==> src/rtl/usb_ep_status_bus_if.sv <==
// ---------------------------------------------------------------------------
// usb_ep_status_bus_if
// Purpose : SoC register-bus side of the endpoint status RAM initiator.
//           Carries one single-word request and its completion.
// Signals :
//   bus_addr [9:0]  [7:0] word address, [9:8] op (00 plain, 01 set-bits,
//                   10 clear-bits, 11 reserved / read-as-zero)
//   bus_din  [15:0] write data, or bit mask for set/clear ops
//   bus_we          1 = write, 0 = read
//   bus_cyc         request, held with addr/din/we until bus_ack
//   bus_ack         one-cycle completion pulse
//   bus_dout [15:0] read data, valid only in the bus_ack cycle (0 otherwise)
// Handshake: the master raises bus_cyc with a stable request and keeps it
//   until it sees bus_ack high on a rising edge; it then drops bus_cyc.
//   The slave ignores bus_cyc in its ack cycle, so one request is never
//   taken twice.
// Modports: master = bus owner (SoC side), slave = this block.
// ---------------------------------------------------------------------------
interface usb_ep_status_bus_if;
  logic [9:0]  bus_addr;
  logic [15:0] bus_din;
  logic        bus_we;
  logic        bus_cyc;
  logic        bus_ack;
  logic [15:0] bus_dout;

  modport master (
    output bus_addr,
    output bus_din,
    output bus_we,
    output bus_cyc,
    input  bus_ack,
    input  bus_dout
  );

  modport slave (
    input  bus_addr,
    input  bus_din,
    input  bus_we,
    input  bus_cyc,
    output bus_ack,
    output bus_dout
  );
endinterface

==> src/rtl/usb_ep_status_bus.sv <==
// ---------------------------------------------------------------------------
// usb_ep_status_bus
// Purpose : Bus-side initiator for the aux R/W port of the endpoint status
//           RAM (8-bit word address, 16-bit words). Converts single-word bus
//           reads/writes into aux strobes, honours aux back-pressure and the
//           fixed aux read latency, and provides bit-set / bit-clear
//           read-modify-write ops so software can flip single status flags
//           without reading back first. The USB transaction engine owns the
//           priority port; this block only uses the aux port.
// Parameters:
//   RD_LAT       cycles from an accepted aux read strobe to valid i_s_dout_3
// Ports:
//   clk, rst     clock; synchronous active-high reset
//   bus          usb_ep_status_bus_if.slave (request / completion)
//   o_busy       FSM not in IDLE
//   o_state      FSM state (debug visibility)
//   o_s_addr_0   aux address
//   o_s_read_0   aux read strobe
//   o_s_zero_0   aux read-as-zero strobe (op 11 reads)
//   o_s_write_0  aux write strobe
//   o_s_din_0    aux write data
//   i_s_dout_3   aux read data, valid RD_LAT cycles after acceptance
//   i_s_ready_0  aux strobe accepted this cycle when high
// Handshake: an aux strobe is a valid; it stays high with stable address and
//   data every cycle until i_s_ready_0 is high in the same cycle, which is
//   the cycle the RAM takes it. Bus side is cyc/ack as in the interface.
// Notes:
//   All aux strobes and bus outputs are registered from the next-state
//   decode, so they line up with the state they belong to. At most one of
//   read/zero/write is high in any cycle because each maps to one state/op.
//   The RMW is not atomic against the priority port: a priority write to
//   the same word between the read and write phases is overwritten.
// ---------------------------------------------------------------------------
module usb_ep_status_bus #(
  parameter int RD_LAT = 3
) (
  input  logic                   clk,
  input  logic                   rst,
  usb_ep_status_bus_if.slave     bus,
  output logic                   o_busy,
  output logic [2:0]             o_state,
  output logic [7:0]             o_s_addr_0,
  output logic                   o_s_read_0,
  output logic                   o_s_zero_0,
  output logic                   o_s_write_0,
  output logic [15:0]            o_s_din_0,
  input  logic [15:0]            i_s_dout_3,
  input  logic                   i_s_ready_0
);

  typedef enum logic [2:0] {
    S_IDLE    = 3'd0,
    S_RD_ISS  = 3'd1,
    S_RD_WAIT = 3'd2,
    S_WR_ISS  = 3'd3,
    S_ACK     = 3'd4
  } state_t;

  localparam logic [1:0] OP_PLAIN = 2'b00;
  localparam logic [1:0] OP_SET   = 2'b01;
  localparam logic [1:0] OP_CLR   = 2'b10;
  localparam logic [1:0] OP_ZERO  = 2'b11;

  // Countdown covers RD_LAT cycles: loaded with RD_LAT-1 on acceptance,
  // data is captured in the cycle it reads 0.
  localparam int CW = (RD_LAT > 1) ? $clog2(RD_LAT) : 1;
  localparam logic [CW-1:0] CNT_INIT = CW'(RD_LAT - 1);

  // Registered state and latched request
  state_t         r_state;
  logic [7:0]     r_addr;
  logic [15:0]    r_mask;
  logic           r_we;
  logic [1:0]     r_op;
  logic [CW-1:0]  r_cnt;
  logic [15:0]    r_data;

  // Registered outputs
  logic           r_s_read;
  logic           r_s_zero;
  logic           r_s_write;
  logic [7:0]     r_s_addr;
  logic [15:0]    r_s_din;
  logic           r_ack;
  logic [15:0]    r_dout;

  // Next-state values
  state_t         w_next;
  logic [7:0]     w_addr;
  logic [15:0]    w_mask;
  logic           w_we;
  logic [1:0]     w_op;
  logic [CW-1:0]  w_cnt;
  logic [15:0]    w_data;
  logic [15:0]    w_wdata;
  logic           w_issue;

  always_comb begin
    w_next  = r_state;
    w_addr  = r_addr;
    w_mask  = r_mask;
    w_we    = r_we;
    w_op    = r_op;
    w_cnt   = r_cnt;
    w_data  = r_data;
    w_wdata = r_s_din;

    case (r_state)
      S_IDLE: begin
        if (bus.bus_cyc) begin
          // Op bits are kept apart from the word address; they never
          // reach the RAM.
          w_addr = bus.bus_addr[7:0];
          w_op   = bus.bus_addr[9:8];
          w_mask = bus.bus_din;
          w_we   = bus.bus_we;
          if (!bus.bus_we) begin
            w_next = S_RD_ISS;
          end else begin
            case (bus.bus_addr[9:8])
              OP_PLAIN: begin
                w_wdata = bus.bus_din;
                w_next  = S_WR_ISS;
              end
              OP_SET, OP_CLR: w_next = S_RD_ISS;
              default:        w_next = S_ACK;  // reserved-op write is dropped
            endcase
          end
        end
      end

      S_RD_ISS: begin
        if (i_s_ready_0) begin
          w_next = S_RD_WAIT;
          w_cnt  = CNT_INIT;
        end
      end

      S_RD_WAIT: begin
        if (r_cnt == '0) begin
          w_data = i_s_dout_3;
          if (!r_we) begin
            w_next = S_ACK;
          end else begin
            w_next  = S_WR_ISS;
            w_wdata = (r_op == OP_SET) ? (i_s_dout_3 | r_mask)
                                       : (i_s_dout_3 & ~r_mask);
          end
        end else begin
          w_cnt = r_cnt - 1'b1;
        end
      end

      S_WR_ISS: begin
        if (i_s_ready_0) begin
          w_next = S_ACK;
        end
      end

      S_ACK: begin
        // bus_cyc is deliberately not looked at here.
        w_next = S_IDLE;
      end

      default: w_next = S_IDLE;
    endcase
  end

  assign w_issue = (w_next == S_RD_ISS) || (w_next == S_WR_ISS);

  always_ff @(posedge clk) begin
    if (rst) begin
      r_state   <= S_IDLE;
      r_addr    <= '0;
      r_mask    <= '0;
      r_we      <= 1'b0;
      r_op      <= OP_PLAIN;
      r_cnt     <= '0;
      r_data    <= '0;
      r_s_read  <= 1'b0;
      r_s_zero  <= 1'b0;
      r_s_write <= 1'b0;
      r_s_addr  <= '0;
      r_s_din   <= '0;
      r_ack     <= 1'b0;
      r_dout    <= '0;
    end else begin
      r_state   <= w_next;
      r_addr    <= w_addr;
      r_mask    <= w_mask;
      r_we      <= w_we;
      r_op      <= w_op;
      r_cnt     <= w_cnt;
      r_data    <= w_data;
      // Strobes follow the state they will be shown in next cycle, so a
      // stalled issue keeps its strobe up until the RAM takes it.
      r_s_read  <= (w_next == S_RD_ISS) && (w_op != OP_ZERO);
      r_s_zero  <= (w_next == S_RD_ISS) && (w_op == OP_ZERO);
      r_s_write <= (w_next == S_WR_ISS);
      r_s_addr  <= w_issue ? w_addr : r_s_addr;
      r_s_din   <= w_wdata;
      r_ack     <= (w_next == S_ACK);
      // Read data is only presented in the ack cycle; writes ack with 0.
      r_dout    <= ((w_next == S_ACK) && !w_we) ? w_data : 16'h0000;
    end
  end

  assign bus.bus_ack  = r_ack;
  assign bus.bus_dout = r_dout;
  assign o_busy       = (r_state != S_IDLE);
  assign o_state      = r_state;
  assign o_s_addr_0   = r_s_addr;
  assign o_s_read_0   = r_s_read;
  assign o_s_zero_0   = r_s_zero;
  assign o_s_write_0  = r_s_write;
  assign o_s_din_0    = r_s_din;

endmodule

==> src/flat_wrapper.sv <==
// flat-port wrapper written by rule: the top's interface ports become plain ports
module usb_ep_status_bus_flat 
#(
  parameter int RD_LAT = 3
)
  (clk, rst, o_busy, o_state, o_s_addr_0, o_s_read_0, o_s_zero_0, o_s_write_0, o_s_din_0, i_s_dout_3, i_s_ready_0, bus_bus_addr, bus_bus_din, bus_bus_we, bus_bus_cyc, bus_bus_ack, bus_bus_dout);
  usb_ep_status_bus_if bus_i ();
  input  logic clk;
  input  logic rst;
  output logic o_busy;
  output logic [2:0] o_state;
  output logic [7:0] o_s_addr_0;
  output logic o_s_read_0;
  output logic o_s_zero_0;
  output logic o_s_write_0;
  output logic [15:0] o_s_din_0;
  input  logic [15:0] i_s_dout_3;
  input  logic i_s_ready_0;
  input wire logic [$bits(bus_i.bus_addr)-1:0] bus_bus_addr;
  input wire logic [$bits(bus_i.bus_din)-1:0] bus_bus_din;
  input wire logic [$bits(bus_i.bus_we)-1:0] bus_bus_we;
  input wire logic [$bits(bus_i.bus_cyc)-1:0] bus_bus_cyc;
  output wire logic [$bits(bus_i.bus_ack)-1:0] bus_bus_ack;
  output wire logic [$bits(bus_i.bus_dout)-1:0] bus_bus_dout;
  assign bus_i.bus_addr = bus_bus_addr;
  assign bus_i.bus_din = bus_bus_din;
  assign bus_i.bus_we = bus_bus_we;
  assign bus_i.bus_cyc = bus_bus_cyc;
  assign bus_bus_ack = bus_i.bus_ack;
  assign bus_bus_dout = bus_i.bus_dout;
  usb_ep_status_bus #(.RD_LAT(RD_LAT)) u_core (.clk(clk), .rst(rst), .bus(bus_i), .o_busy(o_busy), .o_state(o_state), .o_s_addr_0(o_s_addr_0), .o_s_read_0(o_s_read_0), .o_s_zero_0(o_s_zero_0), .o_s_write_0(o_s_write_0), .o_s_din_0(o_s_din_0), .i_s_dout_3(i_s_dout_3), .i_s_ready_0(i_s_ready_0));
endmodule
==> config.mk <==
export PLATFORM = sky130hd
export DESIGN_NAME = usb_ep_status_bus_flat
export DESIGN_NICKNAME = d
export VERILOG_FILES = /design/src/rtl/usb_ep_status_bus_if.sv /design/src/rtl/usb_ep_status_bus.sv /design/src/flat_wrapper.sv
export SDC_FILE = /design/constraint.sdc
export NUM_CORES = 1
export LEC_CHECK = 0
export BUFFER_PORTS_ARGS = -buffer_cell sky130_fd_sc_hd__buf_2
export CORE_MARGIN = 2
export CORE_UTILIZATION = 50
export CTS_BUF_LIST = sky130_fd_sc_hd__clkbuf_4
export DETAILED_ROUTE_END_ITERATION = 12
export PLACE_DENSITY = 0.77
export SYNTH_ARGS = -nofsm -noshare
export SYNTH_HDL_FRONTEND = slang
export SYNTH_SLANG_ARGS = --single-unit
==> constraint.sdc <==
create_clock -name clk -period 2.9 [get_ports clk]
set_clock_uncertainty 0.05 [all_clocks]
set_input_delay 0.435 -clock clk [delete_from_list [all_inputs] [get_ports clk]]
set_output_delay 0.435 -clock clk [all_outputs]
set_load 0.01 [all_outputs]
# Word-level counts from Yosys, hierarchy flattened

Index checks and enable logic that the tools add are counted.

Input port bits: 47
Word-level logic and storage cells: 79
Bits in registers: 92

Equality and inequality tests: 18
Bitwise logic cells: 4
$add $sub $neg: 1
Reductions and logical operators: 16
Mux-type cells: 26

Operators with widths:

| kind               | count |
|---|---|
| $mux 16            | 8 |
| $pmux 16 s2        | 1 |
| $mux 3             | 6 |
| $and 16x16->16     | 1 |
| $mux 8             | 2 |
| $not 16->16        | 1 |
| $or 16x16->16      | 1 |
| $ne 2x2->1 const B | 6 |
| $pmux 3 s4         | 1 |
| $eq 3x2->1 const B | 3 |
| $mux 2             | 4 |
| $eq 3x1->1 const B | 2 |
| $pmux 3 s2         | 1 |
| $reduce_and 6->1   | 1 |
| $eq 2x1->1 const B | 2 |
| $eq 2x2->1 const B | 2 |
| $logic_not 2->1    | 2 |
| $ne 2x1->1 const B | 2 |
| $pmux 2 s2         | 1 |
| $reduce_bool 2->1  | 2 |
| $reduce_or 2->1    | 2 |
| $eq 3x3->1 const B | 1 |
| $logic_and 1x1->1  | 3 |
| $logic_not 3->1    | 1 |
| other kinds (8)    | 9 |

# Logic depth before layout (Yosys ltp)

Word-level depth: 10
Gate-level depth with buffers: 7
Mapped depth without buffers: 6

# Worst setup path before layout

OpenSTA, ideal clock, no wires.

Kind: reg-to-reg
From: register u_core.r_state[0], in the netlist u_core.o_state[0]
To: register u_core.r_s_din[10], in the netlist u_core.o_s_din_0[10]
Stages on the path, launching flop included: 8
Data arrival time: 1.720 ns
Period minus slack after synthesis: 1.886 ns
Slack: 1.014 ns
Data required time: 2.733 ns
Cell sequence: dfxtp_1 buf_2 nor4b_2 nand3_1 and3b_1 buf_2 buf_6 a22o_1

Longest elaborated chain between the ends: 3

Ends and longest elaborated chain:

| element                                                   | line                     | source |
|---|---|---|
| start, declared                                           | usb_ep_status_bus.sv:70  | `state_t r_state;` |
| start signal, assigned                                    | usb_ep_status_bus.sv:188 | `r_state <= w_next;` |
| $eq 3x2->1 / $logic_not 3->1 (equally long branches)      | usb_ep_status_bus.sv:108 | `case (r_state)` |
| $ne 2x1->1 (no source line), or another cell as far along | -                        |  |
| $reduce_and 6->1 (no source line)                         | -                        |  |
| end signal, assigned                                      | usb_ep_status_bus.sv:201 | `r_s_din <= w_wdata;` |
| end, declared                                             | usb_ep_status_bus.sv:83  | `logic [15:0] r_s_din;` |

Parallel ways exist; a longest one is shown, timed or not.
A chain may end at the register's enable or synchronous reset.

# Worst setup path in the final report

From: register u_core.r_state[0], in the netlist u_core.o_state[0]
To: register u_core.r_s_addr[1], in the netlist u_core.o_s_addr_0[1]

Longest elaborated chain between the ends: 4

Ends and longest elaborated chain:

| element                                         | line                     | source |
|---|---|---|
| $eq 3x2->1, or another cell as far along        | usb_ep_status_bus.sv:108 |  |
| $pmux 3 s4                                      | usb_ep_status_bus.sv:108 |  |
| $eq 3x1->1 / $eq 3x2->1 (equally long branches) | usb_ep_status_bus.sv:169 | `assign w_issue = (w_next == S_RD_ISS) \|\| (w_next == S_WR_ISS);` |
| $logic_or 1x1->1                                | usb_ep_status_bus.sv:169 |  |
| end signal, assigned                            | usb_ep_status_bus.sv:200 | `r_s_addr <= w_issue ? w_addr : r_s_addr;` |
| end, declared                                   | usb_ep_status_bus.sv:82  | `logic [7:0] r_s_addr;` |

Parallel ways exist; a longest one is shown, timed or not.

==> results.ini <==
[run_status]
status = complete, no violations

[synthesis]
ys_seq_elements = 92
syn_nets = 416
synth_top_flop_cell = dfxtp_1
synth_area_leader_cell = dfxtp_1
synthDistinctLibCells = 36
synth.avg_cell_area_um2 = 9.40
synthTopCellsByArea = dfxtp_1 (53%), mux2i_1 (9.8%), a21oi_1 (6.4%)
ys_async_sr_fraction_pct = 0
syn_area_um2 = 3460
synth_edf_count = 0
ys_seq_area_share_pct = 53.3
synthCells = 368
synth_top_area_share_pct = 53.3
synth_warnings = 0

[power]
p_int_mw = 1.86
p_leak_nw = 1.92
pwr-share-seq_pct = 54.3
comb_power_share_pct = 15.8
power.share.switching_pct = 27.2
powerDensity_nw_per_um2 = 620
p_clk_share_pct = 29.9
irDropWorstVdd_v = 0.000327
switchingPower_mw = 0.696

[worst_setup_path]
r2r-start = u_core.o_state[0]
slowest_delay_ns = 0.99
cp-end-kind = register
crit_path_start_kind = register
endpoint = u_core.o_s_addr_0[1]
startpoint = u_core.o_state[0]
path_cells = or4b_1 > nand2_1 > a21oi_1 > mux2_2
reg2reg_slack_ns = 0.71
crit_fanout = 27
setup.worst_path.class = reg2reg
r2r-end = u_core.o_s_addr_0[1]
cp_data_required_time_ns = 3.17
crit_arrival_ns = 2.46
cpMaxStageDelayCell = or4b_1
r2r_cells = 4

[run]
cap_violations = 0

[clock_network]
clk_pin_slew_ns = 0.14
cts.htree.levels = 3
ctsRootBufferMaster = clkbuf_4
cts_buffer_depth = 2
postCtsSetupBuffers = 0
cts_num_sinks = 92
tritoncts = built
cts_buffers = 9
postCtsHoldBufs = 0
clkLatencyLatePin_ns = 0.43
cts_resized = 0

[final_layout]
final_cell_mix = buf_2 (94), dfxtp_1 (92), nor2_1 (55)
drive_gt1_share_pct = 27.7
fill_cells = 595
areaGrowthSynthToFinish_pct = 19.2
final_area_um2 = 4120
antenna_cells = 0
layout_commonest_cell = buf_2
layout.nets = 502

[routing]
wl_um = 7670
vias_per_cell = 5.27
first_pass_iters = 4
drt-wirelength-per-cell_um = 14.2
drtAntennaViolNets = 0
drtIter0Drc = 147
drc = 0
vias = 2842

[placed_design]
dpl-instance-area_um2 = 3970
portBuffers = 94
post-place-ws_ns = 0.706
dp_hpwl_um = 5260
gp_congestion = 0.806

[global_routing]
grt_pass1_vias = 2592
overflow = 0
grt_pass1_wl_um = 12300
antenna_found_initial = 0
grt_use_total_pct = 20.8
grt_max_degree = 36

[timing]
timing.fmax_mhz = 457
slew-limit-headroom_pct = 20.6
final.min_clock_period_ns = 2.19
worstMarginPinSlew_ns = 1.19
maxSlewViolCount = 0
setup_slack_ns = 0.713
timing_hold_violations_final = 0
setup_tns_ns = 0
rsz0062_at_grt = no
period_share_pct = 75.4
setup_viol = 0

[floorplanning]
rows = 30
io_pins = 95
die_w_um = 87.2
dieHeight_um = 87.2
fp.dieArea_um2 = 7600
core-area_um2 = 6760
initial_core_util_pct = 51.2

[worst_hold_path]
hp-class = in2reg

synth_stat cells (2+ instances only):
master	count
mux2_2	8
nor2_1	55
nand2_1	54
mux2i_1	34
nor2b_1	10
buf_2	10
dfxtp_1	92
nand3_1	2
clkbuf_1	12
a21oi_1	44
nor3_1	3
inv_1	2
a22o_1	16
o21a_1	2
and3_1	2
o211ai_1	2
layout make-up:
type	count	area (um^2)	share of cell area, %
Tap cell	80	100	2.43
Sequential cell	92	1840	44.7
Inverter	2	7.51	0.182
Timing Repair Buffer	99	508	12.3
Clock buffer	9	67.6	1.64
Multi-Input combinational cell	250	1510	36.6
Clock inverter	7	90.1	2.19
worst min-delay path by stage:
stage | startpoint | to | slack [ns] | depth (start not counted)
2_1_floorplan | u_core.r_addr[0] | u_core.r_addr[0] | 0.39 | 2
3_5_place_dp | u_core.r_addr[5] | u_core.r_addr[5] | 0.40 | 2
4_1_cts | bus_bus_addr[0] | u_core.r_addr[0] | 0.17 | 3
5_1_grt | bus_bus_addr[5] | u_core.r_addr[5] | 0.17 | 3
3_3_place_gp | u_core.r_addr[5] | u_core.r_addr[5] | 0.39 | 2
6_report | bus_bus_din[10] | u_core.r_mask[10] | 0.19 | 3
sequential cells by signal, indices dropped and copies added, names as in the netlist:
signal / flops
u_core.r_addr: 8
u_core.o_s_zero_0: 1
u_core.bus.bus_dout: 16
u_core.r_data: 16
u_core.r_mask: 16
u_core.r_op: 2
u_core.o_s_write_0: 1
u_core.o_s_read_0: 1
u_core.r_we: 1
u_core.bus.bus_ack: 1
u_core.o_s_addr_0: 8
u_core.o_state: 3
u_core.r_cnt: 2
u_core.o_s_din_0: 16
power groups by stage:
| stage | registers [mW] | clock network (mW) | logic [mW] |
|---|---|---|---|
| after detailed placement | 1.41 | 0 | 0.405 |
| after floorplan | 1.41 | 0 | 0.274 |
| after global routing | 1.40 | 0.838 | 0.452 |
| final | 1.39 | 0.763 | 0.404 |
| after CTS | 1.39 | 0.786 | 0.406 |
| after global placement | 1.41 | 0 | 0.393 |
cell families after synthesis:
logic type / share of synthesized area (%)
compound gates: 12.9
fa+ha+maj: 0.362
buf+inv: 3.40
flops: 53.3
mux: 12.4
simple gates: 17.7
through the flow:
stage | std cells | total power [mW] | util, % | hold WS [ns]
floorplan | 368 | 1.69 | - | 0.385
global placement | 523 | 1.80 | 58.7 | 0.392
detailed placement | 523 | 1.82 | 58.7 | 0.400
CTS | 539 | 2.58 | 61.0 | 0.168
global route | 539 | 2.69 | 61.0 | 0.173
finish | 539 | 2.55 | 61.0 | 0.193
worst max-delay path: cells and delay by family (launching register included):
family | cells | cell delay, ns
AOI/OAI and AO/OA | 1 | 0.10
DFF | 1 | 0.45
muxes | 1 | 0.28
and+or+nand+nor | 2 | 1.20
per-layer routing:
layer | track usage, % | vias up | wire length [um]
met1 | 28.2 | 1301 | 3510
li1 | - | 1421 | -
met5 | 0 | - | 0
met4 | 8.81 | 0 | 117
met3 | 3.51 | 11 | 432
met2 | 32.8 | 109 | 3610
(Power assumes the default switching activity.)
